`config.mk`:
```
export PLATFORM = sky130hd
export DESIGN_NAME = qpp_addr_gen
export DESIGN_NICKNAME = d
export VERILOG_FILES = /design/src/rtl/ilv_pkg.sv /design/src/rtl/qpp_addr_gen_mod_add.sv /design/src/rtl/qpp_addr_gen.sv
export SDC_FILE = /design/constraint.sdc
export NUM_CORES = 1
export LEC_CHECK = 0
export ABC_AREA = 1
export BUFFER_PORTS_ARGS = -buffer_cell sky130_fd_sc_hd__buf_2
export CORE_UTILIZATION = 30
export CTS_CLUSTER_DIAMETER = 200
export DETAILED_ROUTE_END_ITERATION = 7
export GPL_TIMING_DRIVEN = 0
export PLACE_DENSITY = 0.56
export RECOVER_POWER = 100
export SKIP_CTS_REPAIR_TIMING = 1
export SLEW_MARGIN = 20
export SYNTH_ARGS = -nofsm -noshare
export SYNTH_HDL_FRONTEND = slang
export SYNTH_SLANG_ARGS = --single-unit
```
`constraint.sdc`:
```
create_clock -name clock -period 7.3 [get_ports clock]
set_input_delay 0.365 -clock clock [delete_from_list [all_inputs] [get_ports clock]]
set_output_delay 0.365 -clock clock [all_outputs]
set_load 0.01 [all_outputs]
```
`src/rtl/ilv_pkg.sv`:
```
// Shared interleaver constants, QPP coefficients and FSM state type.
// Used by the read-side QPP address generator and the write-side index generator.
package ilv_pkg;

  localparam int unsigned AW      = 14;
  localparam int unsigned K_SMALL = 1056;
  localparam int unsigned K_LARGE = 6144;

  localparam int unsigned F1_SMALL = 17;
  localparam int unsigned F2_SMALL = 66;
  localparam int unsigned F1_LARGE = 263;
  localparam int unsigned F2_LARGE = 480;

  // g(0) = (f1 + f2) mod K, d = (2 * f2) mod K
  localparam int unsigned G0_SMALL = (F1_SMALL + F2_SMALL) % K_SMALL;
  localparam int unsigned D_SMALL  = (2 * F2_SMALL) % K_SMALL;
  localparam int unsigned G0_LARGE = (F1_LARGE + F2_LARGE) % K_LARGE;
  localparam int unsigned D_LARGE  = (2 * F2_LARGE) % K_LARGE;

  typedef enum logic [1:0] {
    IDLE  = 2'd0,
    RUN   = 2'd1,
    DONE1 = 2'd2,
    DONE2 = 2'd3
  } state_e;

  function automatic logic [AW-1:0] k_of(input logic sel);
    return sel ? AW'(K_LARGE) : AW'(K_SMALL);
  endfunction

  function automatic logic [AW-1:0] g0_of(input logic sel);
    return sel ? AW'(G0_LARGE) : AW'(G0_SMALL);
  endfunction

  function automatic logic [AW-1:0] d_of(input logic sel);
    return sel ? AW'(D_LARGE) : AW'(D_SMALL);
  endfunction

endpackage

```
`src/rtl/qpp_addr_gen_mod_add.sv`:
```
// Combinational (a + b) mod K for operands already below K: one conditional subtract.
module mod_add
  import ilv_pkg::*;
(
  input  logic [AW-1:0] a_i,
  input  logic [AW-1:0] b_i,
  input  logic [AW-1:0] kmod_i,
  output logic [AW-1:0] sum_o
);

  logic [AW:0] sum_c;
  logic [AW:0] wrap_c;

  assign sum_c  = {1'b0, a_i} + {1'b0, b_i};
  assign wrap_c = sum_c - {1'b0, kmod_i};

  always_comb begin
    sum_o = sum_c[AW-1:0];
    if (sum_c >= {1'b0, kmod_i}) sum_o = wrap_c[AW-1:0];
  end

endmodule

```
`src/rtl/qpp_addr_gen.sv`:
```
// QPP interleaver read-address generator: emits pi(i) = (f1*i + f2*i^2) mod K, i = 0..K-1,
// using the second-order difference recursion (adders only), with valid/ready handshake.
module qpp_addr_gen
  import ilv_pkg::*;
(
  input  logic          clock,
  input  logic          reset,
  input  logic          k,
  input  logic          start,
  input  logic          out_ready,
  output logic          out_valid,
  output logic [AW-1:0] addr,
  output logic [AW-1:0] idx,
  output logic          last,
  output logic          busy,
  output logic          done
);

  state_e        state_q;
  logic          kreg_q;
  logic [AW-1:0] pi_q;
  logic [AW-1:0] g_q;
  logic [AW-1:0] idx_q;
  logic          out_valid_q;
  logic          last_q;
  logic          busy_q;
  logic          done_q;

  logic [AW-1:0] kmod_c;
  logic [AW-1:0] kmax_c;
  logic [AW-1:0] d_c;
  logic [AW-1:0] pi_d;
  logic [AW-1:0] g_d;
  logic [AW-1:0] idx_d;
  logic          xfer_c;

  assign kmod_c = k_of(kreg_q);
  assign kmax_c = kmod_c - AW'(1);
  assign d_c    = d_of(kreg_q);
  assign idx_d  = idx_q + AW'(1);
  assign xfer_c = out_valid_q & out_ready;

  // pi(i+1) = pi(i) + g(i), g(i+1) = g(i) + d, both mod K
  mod_add u_pi_add (
    .a_i    (pi_q),
    .b_i    (g_q),
    .kmod_i (kmod_c),
    .sum_o  (pi_d)
  );

  mod_add u_g_add (
    .a_i    (g_q),
    .b_i    (d_c),
    .kmod_i (kmod_c),
    .sum_o  (g_d)
  );

  always_ff @(posedge clock or posedge reset) begin
    if (reset) begin
      state_q     <= IDLE;
      kreg_q      <= 1'b0;
      pi_q        <= '0;
      g_q         <= '0;
      idx_q       <= '0;
      out_valid_q <= 1'b0;
      last_q      <= 1'b0;
      busy_q      <= 1'b0;
      done_q      <= 1'b0;
    end else begin
      case (state_q)
        IDLE: begin
          done_q <= 1'b0;
          if (start) begin
            kreg_q      <= k;
            pi_q        <= '0;
            g_q         <= g0_of(k);
            idx_q       <= '0;
            last_q      <= 1'b0;
            out_valid_q <= 1'b1;
            busy_q      <= 1'b1;
            state_q     <= RUN;
          end
        end
        RUN: begin
          // Without a transfer every output holds; valid is never withdrawn.
          if (xfer_c) begin
            if (idx_q == kmax_c) begin
              out_valid_q <= 1'b0;
              last_q      <= 1'b0;
              done_q      <= 1'b1;
              state_q     <= DONE1;
            end else begin
              idx_q  <= idx_d;
              pi_q   <= pi_d;
              g_q    <= g_d;
              last_q <= (idx_d == kmax_c);
            end
          end
        end
        DONE1: begin
          done_q  <= 1'b0;
          state_q <= DONE2;
        end
        DONE2: begin
          busy_q  <= 1'b0;
          state_q <= IDLE;
        end
        default: begin
          out_valid_q <= 1'b0;
          last_q      <= 1'b0;
          busy_q      <= 1'b0;
          done_q      <= 1'b0;
          state_q     <= IDLE;
        end
      endcase
    end
  end

  assign out_valid = out_valid_q;
  assign addr      = pi_q;
  assign idx       = idx_q;
  assign last      = last_q;
  assign busy      = busy_q;
  assign done      = done_q;

endmodule
```
==> results.json <==
{
  "grt_pass1_wl_um": 19300,
  "seq_area_frac_synth": 0.284,
  "wl_per_cell_um": 13.7,
  "dieArea_um2": 14600,
  "postRouteAntennaNets": 0,
  "rows": 42,
  "synthToLayoutAreaGrowth_pct": 12.2,
  "drt_iter0_drc": 188,
  "worstPathMaxFanout": 12,
  "status": "finished with violations",
  "min_path_type": "primary input to async pin",
  "avgSynthCellArea_um2": 6.94,
  "tns_ns": 0,
  "hold_violations": 0,
  "grt_remaining_overflow": 0,
  "start_kind": "register",
  "criticalPathCategory": "register to register",
  "seq_area_um2": 1200,
  "cts_sinks": 48,
  "cp-end-kind": "register",
  "antenna_found_initial": 0,
  "fmax_mhz": 231,
  "p_per_area_nw_per_um2": 513,
  "synthArstFlopShare": 1.00,
  "netlist_instances": 609,
  "period_minus_slack_ns": 4.33,
  "die_h_um": 121,
  "ys_seq_elements": 48,
  "synth.distinct_cells": 44,
  "swShare": 0.540,
  "io_buffers": 36,
  "synth_warnings": 0,
  "power.leakage_uw": 0.00241,
  "final_common_cell": "nand2_1",
  "hpwl_um": 8890,
  "worstMarginPinSlew_ns": 1.55,
  "drc": 0,
  "clock_latency_ns": 0.29,
  "grt_setup_unrepaired": "false",
  "required_ns": 7.49,
  "slew_violations": 28,
  "internal-power_uw": 1120,
  "cts_buffer_depth": 2,
  "violations": "capacitance limit, slew limit",
  "reg2reg_depth": 25,
  "cap_violations": 1,
  "drtPass1Iterations": 5,
  "arrival_ns": 4.52,
  "seqPwrFrac": 0.183,
  "numCtsBuffers": 5,
  "ios": 37,
  "p_clk_frac": 0.125,
  "reg2reg_slack_ns": 2.97,
  "synthesis.area_um2": 4230,
  "clk_pin_slew_worst_paths_ns": 0.07,
  "htreeDepth": 2,
  "grt_pass1_vias": 3894,
  "start_util": 0.313,
  "p_comb_frac": 0.692,
  "maxSlewHeadroom": -0.0325,
  "skew_ns": 0.00805,
  "multi_input_comb_area_um2": 2610,
  "n_fill_cell": 1474,
  "final_cell_mix": "nand2_1, inv_1, dfrtp_1",
  "place_congestion": 0.855,
  "viasPerCell": 4.81,
  "coreArea_um2": 13500,
  "grt_max_degree": 28,
  "cts_root_buf": "clkbuf_16",
  "power.switching_uw": 1310,
  "finalWirelength_um": 11400,
  "grtUsageTotal": 0.167,
  "cts_tree": "built",
  "num-nets-final": 694,
  "synth_fp_nets": 650,
  "yosys_most_used_dff": "dfrtp_1",
  "antennaDiodeCount": 0,
  "finalSetupViolCount": 0,
  "period_share": 0.593,
  "fp.dieW_um": 121,
  "num_vias": 3988,
  "synth_edf_count": 0,
  "drive_above_1_share": 0.0812,
  "power_uw": 2430,
  "ir_worst_vdd_mv": 0.148
}
synth_stat cells (2+ instances only):
cell	count	share of area
nand2_1	183	0.16
inv_1	88	0.078
dfrtp_1	48	0.28
nand3_1	42	0.050
ha_1	35	0.10
nor2_1	32	0.028
a21oi_1	21	0.025
o21ai_0	19	0.023
xor2_1	17	0.035
nand2_2	12	0.018
o22ai_1	12	0.018
nor3_1	11	0.013
nor2_2	10	0.015
nand4_1	9	0.013
nand3b_1	8	0.014
buf_2	6	0.0071
xnor2_1	6	0.012
nand3_2	5	0.012
inv_2	4	0.0036
o21ai_1	4	0.0047
o21bai_1	4	0.0071
o211ai_1	3	0.0053
or2_1	3	0.0044
or2_2	3	0.0044
buf_6	2	0.0053
nand2_4	2	0.0053
o21a_1	2	0.0036
o21ai_2	2	0.0041
metal layers:
layer,vias to the layer above,global-route usage,part of all wire
met2,71,0.291,0.46
met1,1836,0.214,0.48
met3,14,0.0297,0.041
li1,2067,-,-
met4,0,0.0370,0.015
met5,-,0,0
stage by stage:
| stage | cells | utilization | hold slack [ns] | area [um2] | worst slack (ns) |
|---|---|---|---|---|---|
| 6_report | 829 | 0.351 | 0.261 | 4740 | 2.97 |
| 5_1_grt | 829 | 0.351 | 0.367 | 4740 | 2.55 |
| 4_1_cts | 829 | 0.358 | 0.136 | 4830 | 3.26 |
| 3_5_place_dp | 822 | 0.344 | 0.452 | 4650 | 3.29 |
| 3_3_place_gp | 821 | 0.343 | 0.484 | 4630 | 3.22 |
| 2_1_floorplan | 609 | - | 0.478 | 4230 | 4.06 |
flip-flops by register name (all words and copies together), names as in the netlist:
register and count:
kreg_q 1, out_valid 1, last 1, state_q 2
busy 1, g_q 13, addr 14, idx 14
done 1
cells by family after synthesis:
logic type,Yosys count,share of synthesized area
buf+inv,100,0.0942
compound gates,77,0.112
flops,48,0.284
simple gates,325,0.353
fa+ha+maj,36,0.108
xor+xnor,23,0.0477
power groups by stage:
stage / clock, uW / combinational, uW / sequential [uW]
final: 305 / 1680 / 445
after global routing: 321 / 1930 / 457
after CTS: 310 / 1750 / 444
after detailed placement: 0 / 1750 / 449
after global placement: 0 / 1720 / 447
after floorplan: 0 / 1350 / 433
critical path, stage by stage, from the launching register on:
cell	delay, ns
dfrtp_1	0.64
inv_1	0.40
ha_1	0.36
ha_1	0.21
inv_1	0.07
nor2_1	0.05
nand2_1	0.06
nand2_1	0.10
nand3_1	0.09
inv_1	0.05
or2_2	0.26
nand2_1	0.08
inv_1	0.05
ha_1	0.33
nand2_1	0.10
nor3_1	0.14
nand3_1	0.09
nor2_1	0.13
nand2_1	0.07
nand2_1	0.06
nor2_1	0.08
nand2_4	0.09
clkbuf_1	0.39
nand3_1	0.13
nand3_1	0.12
nand2_1	0.05
path summary, 6_finish.rpt:
kind                                  endpoint               start
max                         g_q[8]$_DFFE_PP0P_  kreg_q$_DFFE_PP0P_
min                        addr[7]$_DFFE_PP0P_               reset
max reg2reg                 g_q[8]$_DFFE_PP0P_  kreg_q$_DFFE_PP0P_
min reg2reg                   busy$_DFFE_PP0P_    busy$_DFFE_PP0P_
max in group asynchronous   kreg_q$_DFFE_PP0P_               reset
min in group clock          kreg_q$_DFFE_PP0P_                   k
cell type report:
cell class	instances	area share
multi-input combinational	461	0.551
clock buffer	5	0.0264
tap	176	0.0465
buffer	8	0.00713
clock inverter	2	0.0127
sequential	48	0.253
inverter	92	0.0728
timing repair buffer	37	0.0304
Power figures use the tool's default switching activity.
